[src/rtl/term_writer_if.sv]
// Byte-stream input and character-RAM write/cursor outputs of the terminal writer.
// master: the writer itself; slave: the byte producer / RAM / video side.
interface term_writer_if #(
  parameter int unsigned ADDR_W = 11
);
  logic [7:0]        in_data;
  logic              in_valid;
  logic              in_ready;
  logic              wr_en;
  logic [ADDR_W-1:0] wr_addr;
  logic [7:0]        wr_data;
  logic [4:0]        scroll_row;
  logic [4:0]        cur_row;
  logic [6:0]        cur_col;

  modport master (
    input  in_data, in_valid,
    output in_ready, wr_en, wr_addr, wr_data, scroll_row, cur_row, cur_col
  );

  modport slave (
    output in_data, in_valid,
    input  in_ready, wr_en, wr_addr, wr_data, scroll_row, cur_row, cur_col
  );
endinterface

[src/rtl/term_writer.sv]
// Character stream to 80x25 text buffer writer with ring-buffer scrolling.
// Optional TERM_WRITER_FF_CLEAR_EN: form feed (0x0C) clears the whole screen.
module term_writer #(
  parameter int unsigned COLS   = 80,
  parameter int unsigned ROWS   = 25,
  parameter int unsigned ADDR_W = 11
) (
  input logic           clk100,
  input logic           rst,
  term_writer_if.master bus
);
  localparam logic [1:0] StIdle    = 2'd0;
  localparam logic [1:0] StClrLine = 2'd1;
`ifdef TERM_WRITER_FF_CLEAR_EN
  localparam logic [1:0] StClrAll  = 2'd2;
`endif
  localparam logic [4:0]        RowLast = 5'(ROWS - 1);
  localparam logic [6:0]        ColLast = 7'(COLS - 1);
  localparam logic [ADDR_W-1:0] ColsA   = ADDR_W'(COLS);

  logic [1:0]        state_q, state_d;
  logic [4:0]        phys_row_q, phys_row_d;
  logic [4:0]        scroll_row_q, scroll_row_d;
  logic [6:0]        col_q, col_d;
  logic [6:0]        clr_col_q, clr_col_d;
  logic              wr_en_q, wr_en_d;
  logic [ADDR_W-1:0] wr_addr_q, wr_addr_d;
  logic [7:0]        wr_data_q, wr_data_d;
  logic [4:0]        cur_row;
  logic [ADDR_W-1:0] row_base;
  logic [7:0]        tab_col;
  logic              newline;
`ifdef TERM_WRITER_FF_CLEAR_EN
  logic [ADDR_W-1:0] clr_addr_q, clr_addr_d;
`endif

  function automatic logic [4:0] inc_row(input logic [4:0] r);
    return (r == RowLast) ? 5'd0 : r + 5'd1;
  endfunction

  always_comb begin
    if (phys_row_q >= scroll_row_q) cur_row = phys_row_q - scroll_row_q;
    else                            cur_row = phys_row_q + 5'(ROWS) - scroll_row_q;
  end

  assign row_base = ADDR_W'(phys_row_q) * ColsA;
  assign tab_col  = {1'b0, col_q | 7'd7} + 8'd1;

  always_comb begin
    state_d      = state_q;
    phys_row_d   = phys_row_q;
    scroll_row_d = scroll_row_q;
    col_d        = col_q;
    clr_col_d    = clr_col_q;
    wr_en_d      = 1'b0;
    wr_addr_d    = wr_addr_q;
    wr_data_d    = wr_data_q;
    newline      = 1'b0;
`ifdef TERM_WRITER_FF_CLEAR_EN
    clr_addr_d   = clr_addr_q;
`endif
    case (state_q)
      StIdle: begin
        if (bus.in_valid) begin
          if (bus.in_data >= 8'h20 && bus.in_data <= 8'h7E) begin
            wr_en_d   = 1'b1;
            wr_addr_d = row_base + ADDR_W'(col_q);
            wr_data_d = bus.in_data;
            if (col_q == ColLast) begin
              col_d   = 7'd0;
              newline = 1'b1;
            end else begin
              col_d = col_q + 7'd1;
            end
          end else begin
            case (bus.in_data)
              8'h0A: newline = 1'b1;
              8'h0D: col_d = 7'd0;
              8'h08: if (col_q != 7'd0) col_d = col_q - 7'd1;
              8'h09: col_d = (tab_col > {1'b0, ColLast}) ? ColLast : tab_col[6:0];
`ifdef TERM_WRITER_FF_CLEAR_EN
              8'h0C: begin
                state_d      = StClrAll;
                clr_addr_d   = '0;
                phys_row_d   = 5'd0;
                scroll_row_d = 5'd0;
                col_d        = 7'd0;
              end
`endif
              default: ;
            endcase
          end
          if (newline) begin
            if (cur_row != RowLast) begin
              phys_row_d = inc_row(phys_row_q);
            end else begin
              // Old top row is recycled as the new bottom row and blanked.
              phys_row_d   = scroll_row_q;
              scroll_row_d = inc_row(scroll_row_q);
              state_d      = StClrLine;
              clr_col_d    = 7'd0;
            end
          end
        end
      end
      StClrLine: begin
        wr_en_d   = 1'b1;
        wr_addr_d = row_base + ADDR_W'(clr_col_q);
        wr_data_d = 8'h20;
        if (clr_col_q == ColLast) state_d = StIdle;
        else                      clr_col_d = clr_col_q + 7'd1;
      end
`ifdef TERM_WRITER_FF_CLEAR_EN
      StClrAll: begin
        wr_en_d   = 1'b1;
        wr_addr_d = clr_addr_q;
        wr_data_d = 8'h20;
        if (clr_addr_q == ADDR_W'(COLS * ROWS - 1)) state_d = StIdle;
        else                                        clr_addr_d = clr_addr_q + 1'b1;
      end
`endif
      default: state_d = StIdle;
    endcase
  end

  always_ff @(posedge clk100) begin
    if (rst) begin
      state_q      <= StIdle;
      phys_row_q   <= 5'd0;
      scroll_row_q <= 5'd0;
      col_q        <= 7'd0;
      clr_col_q    <= 7'd0;
      wr_en_q      <= 1'b0;
      wr_addr_q    <= '0;
      wr_data_q    <= 8'd0;
`ifdef TERM_WRITER_FF_CLEAR_EN
      clr_addr_q   <= '0;
`endif
    end else begin
      state_q      <= state_d;
      phys_row_q   <= phys_row_d;
      scroll_row_q <= scroll_row_d;
      col_q        <= col_d;
      clr_col_q    <= clr_col_d;
      wr_en_q      <= wr_en_d;
      wr_addr_q    <= wr_addr_d;
      wr_data_q    <= wr_data_d;
`ifdef TERM_WRITER_FF_CLEAR_EN
      clr_addr_q   <= clr_addr_d;
`endif
    end
  end

  assign bus.in_ready   = (state_q == StIdle) && !rst;
  assign bus.wr_en      = wr_en_q;
  assign bus.wr_addr    = wr_addr_q;
  assign bus.wr_data    = wr_data_q;
  assign bus.scroll_row = scroll_row_q;
  assign bus.cur_row    = cur_row;
  assign bus.cur_col    = col_q;
endmodule

[src/flat_wrapper.sv]
// flat-port wrapper written by rule: the top's interface ports become plain ports
module term_writer_flat 
#(
  parameter int unsigned COLS   = 80,
  parameter int unsigned ROWS   = 25,
  parameter int unsigned ADDR_W = 11
)
  (clk100, rst, bus_in_data, bus_in_valid, bus_in_ready, bus_wr_en, bus_wr_addr, bus_wr_data, bus_scroll_row, bus_cur_row, bus_cur_col);
  term_writer_if #(.ADDR_W(ADDR_W)) bus_i ();
  input logic clk100;
  input logic rst;
  input wire logic [$bits(bus_i.in_data)-1:0] bus_in_data;
  input wire logic [$bits(bus_i.in_valid)-1:0] bus_in_valid;
  output wire logic [$bits(bus_i.in_ready)-1:0] bus_in_ready;
  output wire logic [$bits(bus_i.wr_en)-1:0] bus_wr_en;
  output wire logic [$bits(bus_i.wr_addr)-1:0] bus_wr_addr;
  output wire logic [$bits(bus_i.wr_data)-1:0] bus_wr_data;
  output wire logic [$bits(bus_i.scroll_row)-1:0] bus_scroll_row;
  output wire logic [$bits(bus_i.cur_row)-1:0] bus_cur_row;
  output wire logic [$bits(bus_i.cur_col)-1:0] bus_cur_col;
  assign bus_i.in_data = bus_in_data;
  assign bus_i.in_valid = bus_in_valid;
  assign bus_in_ready = bus_i.in_ready;
  assign bus_wr_en = bus_i.wr_en;
  assign bus_wr_addr = bus_i.wr_addr;
  assign bus_wr_data = bus_i.wr_data;
  assign bus_scroll_row = bus_i.scroll_row;
  assign bus_cur_row = bus_i.cur_row;
  assign bus_cur_col = bus_i.cur_col;
  term_writer #(.COLS(COLS), .ROWS(ROWS), .ADDR_W(ADDR_W)) u_core (.clk100(clk100), .rst(rst), .bus(bus_i));
endmodule
[config.mk]
export PLATFORM = sky130hd
export DESIGN_NAME = term_writer_flat
export DESIGN_NICKNAME = d
export VERILOG_FILES = /design/src/rtl/term_writer_if.sv /design/src/rtl/term_writer.sv /design/src/flat_wrapper.sv
export SDC_FILE = /design/constraint.sdc
export NUM_CORES = 1
export LEC_CHECK = 0
export BUFFER_PORTS_ARGS = -buffer_cell sky130_fd_sc_hd__buf_2
export CAP_MARGIN = 20
export CORE_MARGIN = 4
export CORE_UTILIZATION = 42
export DETAILED_ROUTE_END_ITERATION = 10
export HOLD_SLACK_MARGIN = 0.05
export SYNTH_ARGS = -nofsm -noshare
export SYNTH_HDL_FRONTEND = slang
export SYNTH_SLANG_ARGS = --single-unit
[constraint.sdc]
create_clock -name clk100 -period 3.05 [get_ports clk100]
set_input_delay 0.61 -clock clk100 [delete_from_list [all_inputs] [get_ports clk100]]
set_output_delay 0.61 -clock clk100 [all_outputs]
set_load 0.02 [all_outputs]
==> results.txt, run 1 <==
The run finished with clean final reports. The hold buffer count at cts is 0. In this run, the clock network consumes about a quarter of the power. The number of global-route vias before repair came out at 3272. The die covers 9690 um^2. In the layout the commonest cells are sky130_fd_sc_hd__nor2_1, sky130_fd_sc_hd__buf_2, sky130_fd_sc_hd__dfxtp_1, sky130_fd_sc_hd__nand2_1, sky130_fd_sc_hd__buf_4. The number of buffers on the longest clock path came out at 2. TritonCTS built the clock tree. The library cell used most frequently in the layout, excluding fill and tap cells, is sky130_fd_sc_hd__nor2_1. The cell chosen for the clock root is sky130_fd_sc_hd__clkbuf_8. The wire length per cell after detailed routing is ~15 um. The worst setup path is launched from a flip-flop. The netlist area before placement came out at between 3000 and 4000 um^2. The number of enable-type register cells in the synthesized netlist came out at 0. Input and output buffers added on the ports amount to 48. Across the VDD grid, the largest voltage drop is 0.275 mV. The required arrival time at the worst endpoint is 3.26 ns.

The core occupancy in the finished layout is 53.7%. The count of TritonRoute iterations in the first routing pass came out at 5. Tracing the worst setup path back leads to its startpoint at u_core.bus.scroll_row[2]. The number of pins exceeding their max-slew limit in the final report came out at 0. The element type at the critical path end is a flip-flop.

For met2 alone, demand over resource in global routing was 30.6%. The tool flagged a number of max-cap violations equal to 0. The worst setup path is of the reg2reg kind. The number of antenna-violating nets in the routed design is 0.

The standby leakage power came out at 1.87 nW. The overall overflow remaining after global route is 0. The sequential fraction of design power is 34.3%. The number of warnings printed during yosys synthesis is 0.

The I/O pin total is a little under 50. The area of all placed cells without fillers is 4210 um^2. Global routing used between 10% and 20% of the available tracks across all layers.

The global routing usage on met1 is between 20% and 30%. The area of the multi-input gates is 2420 um^2. Summed over all nets, the switching power comes to 648 uW. The switching fraction of total power is 35.3%. The HPWL after detailed placement is 6.96 mm.

The routability congestion estimate came out at 0.867. The worst clock skew on the final layout came out at 0.00777 ns. In this run the standard cell core region covers slightly below 8000 um^2. Setup repair after global routing could not meet its margin everywhere.

Clock-pin slew was measured on the worst setup and hold paths at 0.09 ns. The number of nets in the synthesized netlist is a little under 500. Cell internal power was estimated by the tool at 1.19 mW. The count of distinct cell types in the synthesized netlist came out at 62. The number of antenna diodes in the final layout is 0. The count of H-tree levels built during CTS is 2. The die extent in x is 98.5 um. The via-per-instance ratio is 5.57. The sequential element share of the synthesized area is 26.2%.

The layer with the highest usage is met2. The gate count after technology mapping is 436. Relative to the synthesized area, the layout overhead comes to 22.6%. The starting density of the core came out at 43.8%.

The final setup TNS is 0 ns. The startpoint identified for the worst register-to-register timing path is u_core.bus.scroll_row[2]. The count of non-filler cells in the finished layout came out at 608. Along the worst hold path, the cell count comes to 2.

The tightest min-delay check is of the reg2reg type. The via count of the routed design came out at between 3000 and 4000. The number of DRC markers in iteration 0 came out at 180. The post-synthesis average cell area came out at between 7 and 8 um^2.

CTS saw 45 sinks. The fraction of final layout cells sized beyond drive strength 1 is a little under a quarter. The total power divided by cell area is 436 nW/um^2. The vertical die dimension is 98.5 um.

The fmax came out at between 0.3 and 0.4 GHz. The most critical setup path has its endpoint at u_core.phys_row_q[0]. Including well taps, the total number of placed cells is ~590.

The worst path arrival time came out at 3.23 ns. The number of clock buffers added by TritonCTS is 5. The number of nets in the layout came out at 551. The transition time at the pin with the least slew margin is 0.970 ns. The endpoint of the most critical register-to-register path is u_core.phys_row_q[0].

Entering global routing, the biggest net connects 38 pins. The dominant register cell in the synthesized netlist is sky130_fd_sc_hd__dfxtp_1. The final setup violation count came out at 0. For the finished layout, the period the worst path requires is a little over 3 ns. The combinational share of power came out at 41.5%.

The share of flip-flops with an asynchronous set or reset is 0%. The area taken by flip-flops and latches is 911 um^2. The total cell area at the placement stage is 3950 um^2. The flip-flop and latch count after synthesis is 45.

The clock latency at the later pin of the worst-skew pair is 0.29 ns. The total DRC errors in the routed layout came out at 0. The fraction of met3 tracks used by global routing came out at 3.89%. The initial antenna violation count is 0.

The relative slew slack is 35.4%. The total routed wirelength is 9.38 mm. The number of cells traversed by the worst register-to-register path came out at 13. After filler insertion, the fill cell instance count of the layout stands at between 700 and 800. The largest fanout of any net on the critical path is 8. The ratio of final minimum period to clock period came out at 99.0%.

The reg2reg setup slack came out at 0.03 ns. The first global-routing pass estimated 15.6 mm of wire. The final number of hold-violating endpoints came to 0. The number of standard-cell rows in the floorplan is 32.
==> Yosys cell counts (all sizes together), types with 9 or more instances <==
master  number  area share [%]
ha          30              11
nor2        57             6.2
buf          9             1.6
o21ai       17             2.5
nand2       36             3.9
nand3       16             2.3
a211oi       9             2.0
clkbuf      11             1.2
nor3         9             1.3
dfxtp       45              26
inv         33             3.6
xnor2        9             2.3
a21oi       27             3.9
mux2i       18             5.4
==> how the worst min path moves through the flow <==
stage | endpoint | from | slack [ns]
after floorplan | u_core.clr_col_q[6] | u_core.clr_col_q[6] | 0.47
after global placement | u_core.bus.wr_addr[4] | u_core.bus.wr_addr[4] | 0.44
after detailed placement | u_core.bus.wr_addr[4] | u_core.bus.wr_addr[4] | 0.44
after CTS | u_core.bus.wr_addr[4] | u_core.bus.wr_addr[4] | 0.46
after global routing | u_core.bus.wr_addr[4] | u_core.bus.wr_addr[4] | 0.49
final | u_core.bus.wr_addr[4] | u_core.bus.wr_addr[4] | 0.45
==> power by group through the flow <==
stage | Sequential, mW | Clock [mW] | Combinational [mW]
2_1_floorplan | 0.667 | 0 | 0.422
3_3_place_gp | 0.640 | 0 | 0.642
3_5_place_dp | 0.642 | 0 | 0.645
4_1_cts | 0.628 | 0.453 | 0.666
5_1_grt | 0.632 | 0.473 | 0.821
6_report | 0.629 | 0.445 | 0.762
==> registers in the layout, indices dropped and copies added (netlist names) <==
name,flops
u_core.clr_col_q,7
u_core.phys_row_q,5
u_core.bus.wr_addr,11
u_core.bus.wr_en,1
u_core.bus.cur_col,7
u_core.state_q,1
u_core.bus.wr_data,8
u_core.bus.scroll_row,5
==> logic make-up after synthesis <==
logic type                 count (synthesis)  synth area share, %
AOI/OAI and AO/OA                        103                 20.9
xor gates and xnor gates                  13                 3.31
adders and majority gates                 34                 13.3
buffers and inverters                     54                 6.55
DFF                                       45                 26.2
muxes                                     18                 5.35
and+or+nand+nor                          169                 24.5
==> area by class of cell <==
type                            count  area share [%]
Clock buffer                        5            1.63
Tap cell                          102            3.03
Inverter                           34            3.03
Sequential cell                    45            21.6
Multi-Input combinational cell    337            57.5
Clock inverter                      2           0.832
Timing Repair Buffer               83            12.4
==> critical path, cell delays in order (launching register included) <==
cell	delay (ns)
sky130_fd_sc_hd__dfxtp_2	0.34
sky130_fd_sc_hd__inv_2	0.05
sky130_fd_sc_hd__ha_4	0.15
sky130_fd_sc_hd__inv_2	0.05
sky130_fd_sc_hd__fa_2	0.46
sky130_fd_sc_hd__and4b_1	0.23
sky130_fd_sc_hd__a211oi_2	0.24
sky130_fd_sc_hd__o2111ai_4	0.19
sky130_fd_sc_hd__mux2i_2	0.26
sky130_fd_sc_hd__nor4b_4	0.08
sky130_fd_sc_hd__buf_12	0.15
sky130_fd_sc_hd__buf_4	0.15
sky130_fd_sc_hd__or3_4	0.36
sky130_fd_sc_hd__a311oi_2	0.22
==> what timing repair did <==
action,in CTS,in global routing
buffers inserted,0,7
resized for setup,4,20
endpoints found under the setup margin,3,16
pin swaps,1,8
==> routing by layer <==
metal | routed length [um] | part of all wire [%]
met4 | 42 | 0.45
met5 | 0 | 0
met3 | 443 | 4.7
met2 | 4320 | 46
met1 | 4580 | 49
==> through the flow <==
stage	setup slack [ns]	total power [mW]	hold WS (ns)
6_report	0.0298	1.84	0.454
3_3_place_gp	0.0646	1.28	0.437
2_1_floorplan	0.0179	1.09	0.469
5_1_grt	-0.0947	1.93	0.492
4_1_cts	0.0111	1.75	0.456
3_5_place_dp	0.00762	1.29	0.443
Note: power is estimated with default switching activity, not from simulation.
==> run 2, diff against run 1 <==
--- a/config.mk
+++ b/config.mk
@@ -9,8 +9,10 @@
 export CAP_MARGIN = 20
 export CORE_MARGIN = 4
 export CORE_UTILIZATION = 42
+export CTS_CLUSTER_DIAMETER = 150
 export DETAILED_ROUTE_END_ITERATION = 10
 export HOLD_SLACK_MARGIN = 0.05
+export SETUP_SLACK_MARGIN = 0.5
 export SYNTH_ARGS = -nofsm -noshare
 export SYNTH_HDL_FRONTEND = slang
 export SYNTH_SLANG_ARGS = --single-unit
==> run 2 against run 1 <==
Final cell count rose by 0.66%. Clock skew rose by 0.0045 ns. Clock-buffer cell count rose by 1. Largest cell class unchanged. Die area did not move. Routed wire length rose by 1.4%. Critical path depth fell by 4. Clock power rose by 2%. Fmax rose by 1.4%. Worst setup slack improved by 0.041 ns. Cell area rose by 5.5%.
==> results.txt, run 2 (synthesis results as in run 1) <==
The number of logic stages on the critical path including buffering is 9 (-4). The initial antenna violation count came to 0 (unchanged). The number of DRC markers in iteration 0 is 181 (+0.56%). The total cell area at the placement stage is 3970 um^2 (+0.47%). The number of pins exceeding their max-slew limit in the final report came out at 0 (unchanged). In the layout the commonest cells are sky130_fd_sc_hd__nor2_1, sky130_fd_sc_hd__buf_2, sky130_fd_sc_hd__dfxtp_1, sky130_fd_sc_hd__buf_4, sky130_fd_sc_hd__nand2_1. The total power divided by cell area is 432 nW/um^2 (-1.0%).

The overall die area is 9690 um^2 (unchanged). The count of TritonRoute iterations in the first routing pass came to 4 (-1). The layout-stage area growth over the synthesis result is 29.3%. Traced cell by cell, the critical path runs through inv_4 > ha_4 > inv_2 > fa_2 > or3b_1 > o2111ai_2 > nand2_2 > xnor2_2 > buf_4. The launching instance or port of the critical path is u_core.bus.scroll_row[2]. The I/O pin total is 49 (unchanged). The clock buffer count from CTS was 5 (unchanged).

The die extent in x came out at 98.5 um (unchanged). The final setup violation count is 0 (unchanged). The vertical die dimension is 98.5 um (unchanged). The path class of the tightest hold or removal check is reg2reg.

The area of the core came to 7850 um^2 (unchanged). The area of all placed cells without fillers is 4440 um^2 (+5.5%). The starting density of the core is 43.8% (unchanged). The overall overflow remaining after global route came out at 0 (unchanged). The number of port buffers is 48 (unchanged). The worst path arrival time came to 2.37 ns (-0.86 ns). The fmax is 0.336 GHz (+1.4%). The wire length per cell after detailed routing came out at 15.6 um (+0.77%). The clock latency at the later pin of the worst-skew pair came to 0.30 ns (about the same). The standby leakage power was 1.95 nW (+4.8%). The most common cell after layout, fill and taps aside is sky130_fd_sc_hd__nor2_1. The number of buffers on the longest clock path is 2 (unchanged). The total DRC errors in the routed layout was 0 (unchanged).

The number of antenna repair diodes was 0 (unchanged). The number of clock sinks came out at 45 (unchanged). The buffers plus inverters on the worst setup path came out at 3 (-1).

The cell chosen for the clock root is sky130_fd_sc_hd__clkbuf_8. In this run the critical register-to-register path is launched from u_core.bus.scroll_row[2]. The fraction of final layout cells sized beyond drive strength 1 is 30.4% (+6.9 points). The number of antenna-violating nets in the routed design was 0 (unchanged). The largest fanout of any net on the critical path came to 4 (-4). The number of cells traversed by the worst register-to-register path came out at 11 (-2). The worst hold path startpoint is u_core.bus.wr_addr[9]. The relative slew slack came out at 37.2% (+1.9 points). The run finished with clean final reports. The count of H-tree levels built during CTS came out at 2 (unchanged). The hold buffer count at cts is 0 (unchanged).

The via-per-instance ratio is 5.58 (+0.20%). The kind of cell with the highest combined delay along the critical path is adder cells. The startpoint kind of the worst setup timing path is a flip-flop. The worst hold path depth came out at 2 (unchanged).

The ratio of final minimum period to clock period is 97.7% (-1.4 points). The required arrival time at the worst endpoint came out at 2.44 ns (-0.82 ns). The path with the worst hold slack has its endpoint at u_core.bus.wr_addr[9]. STA classifies the critical path endpoint as an output pin. In this run the critical register-to-register path is captured at u_core.phys_row_q[0]. The flip-flop count of the largest register, all copies and words added is 11 (unchanged). The final number of hold-violating endpoints came out at 0 (unchanged). The largest net degree at the start of global routing is 38 (unchanged). The routability congestion estimate came to 0.932 (+7.5%).

The wire length of the first global-routing pass was 15.4 mm (-1.1%). The HPWL after detailed placement came out at 6.81 mm (-2.2%). The worst hold margin is 0.457 ns (+0.00312 ns). The via count of the routed design is 3415 (+0.86%).

The total routed wirelength came out at 9.52 mm (+1.4%). The core occupancy in the finished layout is 56.6% (+2.9 points). The number of max-capacitance violations reported came to 0 (unchanged). The clock transition at the registers of the reported paths is 0.09 ns (about the same). The worst-case vdd ir drop came out at 0.443 mV (+61%). The number of global-route vias before repair came out at 3182 (-2.8%). The highest cell delay on the worst timing path came out at 0.59 ns (+0.13 ns).

The worst clock skew on the final layout is 0.0123 ns (+0.00452 ns). The post-layout minimum cycle time came out at 2.98 ns (-0.0413 ns). The number of standard-cell rows in the floorplan came out at 32 (unchanged). TritonCTS built the clock tree. The transition time at the pin with the least slew margin is 0.941 ns (-0.0284 ns). The reg2reg setup slack was 0.11 ns (+0.08 ns).

On the critical path, the stage with the largest delay is an instance of sky130_fd_sc_hd__fa_2. The aggregate global-route resource usage was 19.0% (+0.021 points). The number of nets in the layout came out at 554 (+0.54%). The critical path in this run is classified as reg2out.

Setup repair after global routing could not meet its margin everywhere.
run 2: cell count changes in the layout (fill, tap and decap cells not counted), sizes merged:
cell	before	now
clkbuf	5	6
buf	83	86
run 2: worst max-delay path by stage:
stage                     slack, ns                       end
after floorplan                0.23  u_core.bus.scroll_row[4]
after global placement         0.21      u_core.phys_row_q[0]
after detailed placement       0.14      u_core.phys_row_q[0]
after CTS                      0.03            bus_cur_row[4]
after global routing          -0.03            bus_cur_row[4]
final                          0.07            bus_cur_row[4]
run 2: repair_timing:
item | in CTS | in global routing
gates cloned | 0 | 0
hold endpoints to repair | 0 | 0
setup buffers | 14 | 4
pin swaps | 12 | 7
endpoints found under the setup margin | 24 | 24
gates resized for setup | 29 | 33
run 2: layout make-up:
cell class                 count  area, um^2
fill                         771        3400
multi-input combinational    337        2570
inverter                      34         133
sequential                    45         928
clock buffer                   6        72.6
clock inverter                 2        35.0
tap                          102         128
timing repair buffer          86         576
run 2: metal layers:
layer | global-route usage [%] | part of all wire, % | wire length (um)
met5 | 0 | 0 | 0
met4 | 6.09 | 1.7 | 159
met3 | 2.34 | 2.9 | 274
met2 | 31.4 | 48 | 4530
met1 | 25.8 | 48 | 4560
run 2: power breakdown:
| part | total (mW) | leakage (nW) | switching (mW) | internal [mW] |
|---|---|---|---|---|
| clock | 0.456 | 0.0552 | 0.213 | 0.244 |
| sequential | 0.625 | 0.370 | 0.0189 | 0.607 |
| combinational | 0.836 | 1.53 | 0.440 | 0.395 |
| total | 1.92 | 1.95 | 0.672 | 1.25 |
run 2: worst min-delay path: stages (launching register included):
cell	delay, ns
sky130_fd_sc_hd__dfxtp_1	0.32
sky130_fd_sc_hd__nand2_1	0.05
sky130_fd_sc_hd__a21oi_1	0.05
run 2: metrics by stage:
step                      setup TNS [ns]  power [mW]  worst slack (ns)  std cells
after global routing             -0.0320        2.01           -0.0320        612
final                                  0        1.92            0.0712        612
after global placement                 0        1.29             0.212        586
after floorplan                        0        1.13             0.227        436
after CTS                              0        1.85            0.0339        608
after detailed placement               0        1.29             0.140        586
==> run 3, diff against run 2 <==
--- a/config.mk
+++ b/config.mk
@@ -12,6 +12,7 @@
 export CTS_CLUSTER_DIAMETER = 150
 export DETAILED_ROUTE_END_ITERATION = 10
 export HOLD_SLACK_MARGIN = 0.05
+export RECOVER_POWER = 100
 export SETUP_SLACK_MARGIN = 0.5
 export SYNTH_ARGS = -nofsm -noshare
 export SYNTH_HDL_FRONTEND = slang
==> run 3 against run 2 <==
Final cell count unchanged. Utilization down 0.94 points. Clock-buffer cell count unchanged. Worst setup slack worse by 0.0055 ns. Fmax down 0.19%. Clock power about the same. Critical path depth unchanged. Flip-flop and latch count unchanged. Worst hold slack better by 0.0028 ns. Critical path type unchanged.
==> results.txt, run 3 (synthesis results as in run 1) <==
Compared with the post-synthesis result, the final layout area differs by 27.1%. The number of antenna-violating nets in the routed design is 0 (unchanged). The startpoint identified for the worst hold timing path is u_core.bus.wr_addr[9].

The die extent in x is 98.5 um (unchanged). The HPWL after detailed placement came out at 6.81 mm (unchanged). The largest net degree at the start of global routing came to 38 (unchanged). The starting density of the core is 43.8% (unchanged). The clock latency at the later pin of the worst-skew pair is 0.30 ns (about the same). The hold buffer count at cts came out at 0 (unchanged). The worst path arrival time is 2.37 ns (about the same). The number of pins exceeding their max-slew limit in the final report is 0 (unchanged). The largest fanout of any net on the critical path came to 4 (unchanged). The cell sitting at the root of the clock tree is a sky130_fd_sc_hd__clkbuf_8. The via count of the routed design is 3410 (-0.15%). The total DRC errors in the routed layout is 0 (unchanged). The number of nets in the layout is 554 (unchanged). The area taken by flip-flops and latches is 928 um^2 (unchanged). The TritonCTS clock tree is yes. The relative slew slack came to 34.4% (-2.9 points). The source of the worst register-to-register timing path is u_core.bus.scroll_row[2]. The initial antenna violation count came out at 0 (unchanged). The worst clock skew on the final layout is 0.0129 ns (+0.000588 ns). The final setup TNS came out at 0 ns (unchanged). The flow ran to the end, and the final reports show no timing, DRC or antenna violations.

Setup repair after global routing could not meet its margin everywhere. The final setup violation count came out at 0 (unchanged). The element type at the critical path end is an output pin.

In this run the worst hold path is classified as reg2reg. The worst hold path depth is 2 (unchanged). The standby leakage power came out at 1.80 nW (-8.2%). The required arrival time at the worst endpoint was 2.44 ns (about the same). The number of cells traversed by the worst register-to-register path came to 11 (unchanged). The count of TritonRoute iterations in the first routing pass is 4 (unchanged). The total routed wirelength is 9.51 mm (-0.12%). The number of standard-cell rows in the floorplan was 32 (unchanged).

The number of port buffers is 48 (unchanged). The total power divided by cell area is 433 nW/um^2 (+0.45%). The I/O pin total came out at 49 (unchanged).

The number of fillers in the final layout came to 794 (+3.0%). The number of antenna repair diodes came out at 0 (unchanged). The count of non-filler cells in the finished layout is 612 (unchanged). The wire length of the first global-routing pass came out at 15.4 mm (unchanged). In the layout the commonest cells are sky130_fd_sc_hd__nor2_1, sky130_fd_sc_hd__clkbuf_1, sky130_fd_sc_hd__dfxtp_1, sky130_fd_sc_hd__nand2_1, sky130_fd_sc_hd__buf_4.

The transition time at the pin with the least slew margin came to 0.984 ns (+0.0432 ns). The count of H-tree levels built during CTS came to 2 (unchanged). The number of buffers on the longest clock path came out at 2 (unchanged). The number of global-route vias before repair came out at 3182 (unchanged). The clock buffer count from CTS is 5 (unchanged).

The area of the core was 7850 um^2 (unchanged). The flip-flop count of the largest register, all copies and words added came to 11 (unchanged). The vertical die dimension is 98.5 um (unchanged). The total power of the final layout is 1.89 mW (-1.2%).

The post-layout minimum cycle time is 2.98 ns (+0.00554 ns). The reg2reg setup slack came to 0.10 ns (about the same). The number of max-capacitance violations reported came out at 0 (unchanged).

The overall die area came out at 9690 um^2 (unchanged). The final number of hold-violating endpoints came out at 0 (unchanged). The worst hold path endpoint is u_core.bus.wr_addr[9]. The total placed cells including tap cells is 586 (unchanged). The most common cell after layout, fill and taps aside is sky130_fd_sc_hd__nor2_1.

The fraction of final layout cells sized beyond drive strength 1 is 22.4% (-8.0 points). The overall overflow remaining after global route came to 0 (unchanged). The ratio of final minimum period to clock period came out at 97.8% (+0.18 points). The aggregate global-route resource usage is 19.0% (unchanged). The clock transition at the registers of the reported paths came out at 0.09 ns (about the same). The worst setup path is of the reg2out kind. The number of DRC markers in iteration 0 was 164 (-9.4%). STA classifies the critical path startpoint as a flip-flop.

The via-per-instance ratio is 5.57 (-0.15%). The area of the multi-input gates came to 2550 um^2 (-0.78%). The worst-case vdd ir drop is 0.440 mV (-0.72%).

The routability congestion estimate came out at 0.932 (unchanged). The fmax came to 0.335 GHz (-0.19%). In this run the critical register-to-register path is captured at u_core.phys_row_q[0]. The number of clock sinks is 45 (unchanged). The wire length per cell after detailed routing was 15.5 um (-0.12%).
run 3: cell count changes in the layout (fill, tap and decap cells not counted), sizes merged:
cell    delta
buf       -37
clkbuf    +37
run 3: worst max-delay path, cell delays in order, from the launching register on:
cell,delay [ns]
sky130_fd_sc_hd__dfxtp_4,0.36
sky130_fd_sc_hd__inv_4,0.06
sky130_fd_sc_hd__ha_4,0.14
sky130_fd_sc_hd__inv_2,0.04
sky130_fd_sc_hd__fa_2,0.59
sky130_fd_sc_hd__or3b_1,0.36
sky130_fd_sc_hd__o2111ai_2,0.12
sky130_fd_sc_hd__nand2_2,0.10
sky130_fd_sc_hd__xnor2_2,0.14
sky130_fd_sc_hd__buf_4,0.15
run 3: worst max path at each step:
stage,slack (ns),depth (start not counted),from,to
after floorplan,0.23,12,u_core.bus.scroll_row[2],u_core.bus.scroll_row[4]
after global placement,0.21,12,u_core.bus.scroll_row[2],u_core.phys_row_q[0]
after detailed placement,0.14,12,u_core.bus.scroll_row[2],u_core.phys_row_q[0]
after CTS,0.03,9,u_core.bus.scroll_row[2],bus_cur_row[4]
after global routing,-0.03,9,u_core.bus.scroll_row[2],bus_cur_row[4]
final,0.07,9,u_core.bus.scroll_row[2],bus_cur_row[4]
run 3: repair_timing:
action	CTS	global route
gates resized for setup	29	33
pin swaps	12	7
endpoints found under the hold margin	0	0
endpoints found under the setup margin	24	24
buffers inserted	14	4
run 3: power breakdown:
group / switching [mW] / internal (mW)
Clock: 0.214 / 0.244
Sequential: 0.0191 / 0.607
Combinational: 0.432 / 0.379
Total: 0.665 / 1.23
run 3: final cells by class:
type | instances | area share (%)
Sequential cell | 45 | 21.2
Clock inverter | 2 | 0.802
Multi-Input combinational cell | 337 | 58.4
Inverter | 34 | 3.04
Tap cell | 102 | 2.92
Timing Repair Buffer | 86 | 11.9
Clock buffer | 6 | 1.66
run 3: metal layers:
| metal | GRT usage [%] | up-vias | share of wire, % | wire length [um] |
|---|---|---|---|---|
| li1 | - | 1708 | - | - |
| met1 | 25.8 | 1607 | 47 | 4490 |
| met2 | 31.4 | 83 | 48 | 4540 |
| met3 | 2.34 | 12 | 3.4 | 327 |
| met4 | 6.09 | 0 | 1.6 | 153 |
| met5 | 0 | - | 0 | 0 |
run 3: per-stage QoR:
stage | worst slack (ns) | utilization [%] | area [um^2] | hold slack [ns]
floorplan | 0.227 | - | 3550 | 0.471
global placement | 0.212 | 50.6 | 3970 | 0.438
detailed placement | 0.140 | 50.6 | 3970 | 0.445
CTS | 0.0339 | 54.5 | 4280 | 0.462
global route | -0.0319 | 55.7 | 4370 | 0.483
finish | 0.0656 | 55.7 | 4370 | 0.460
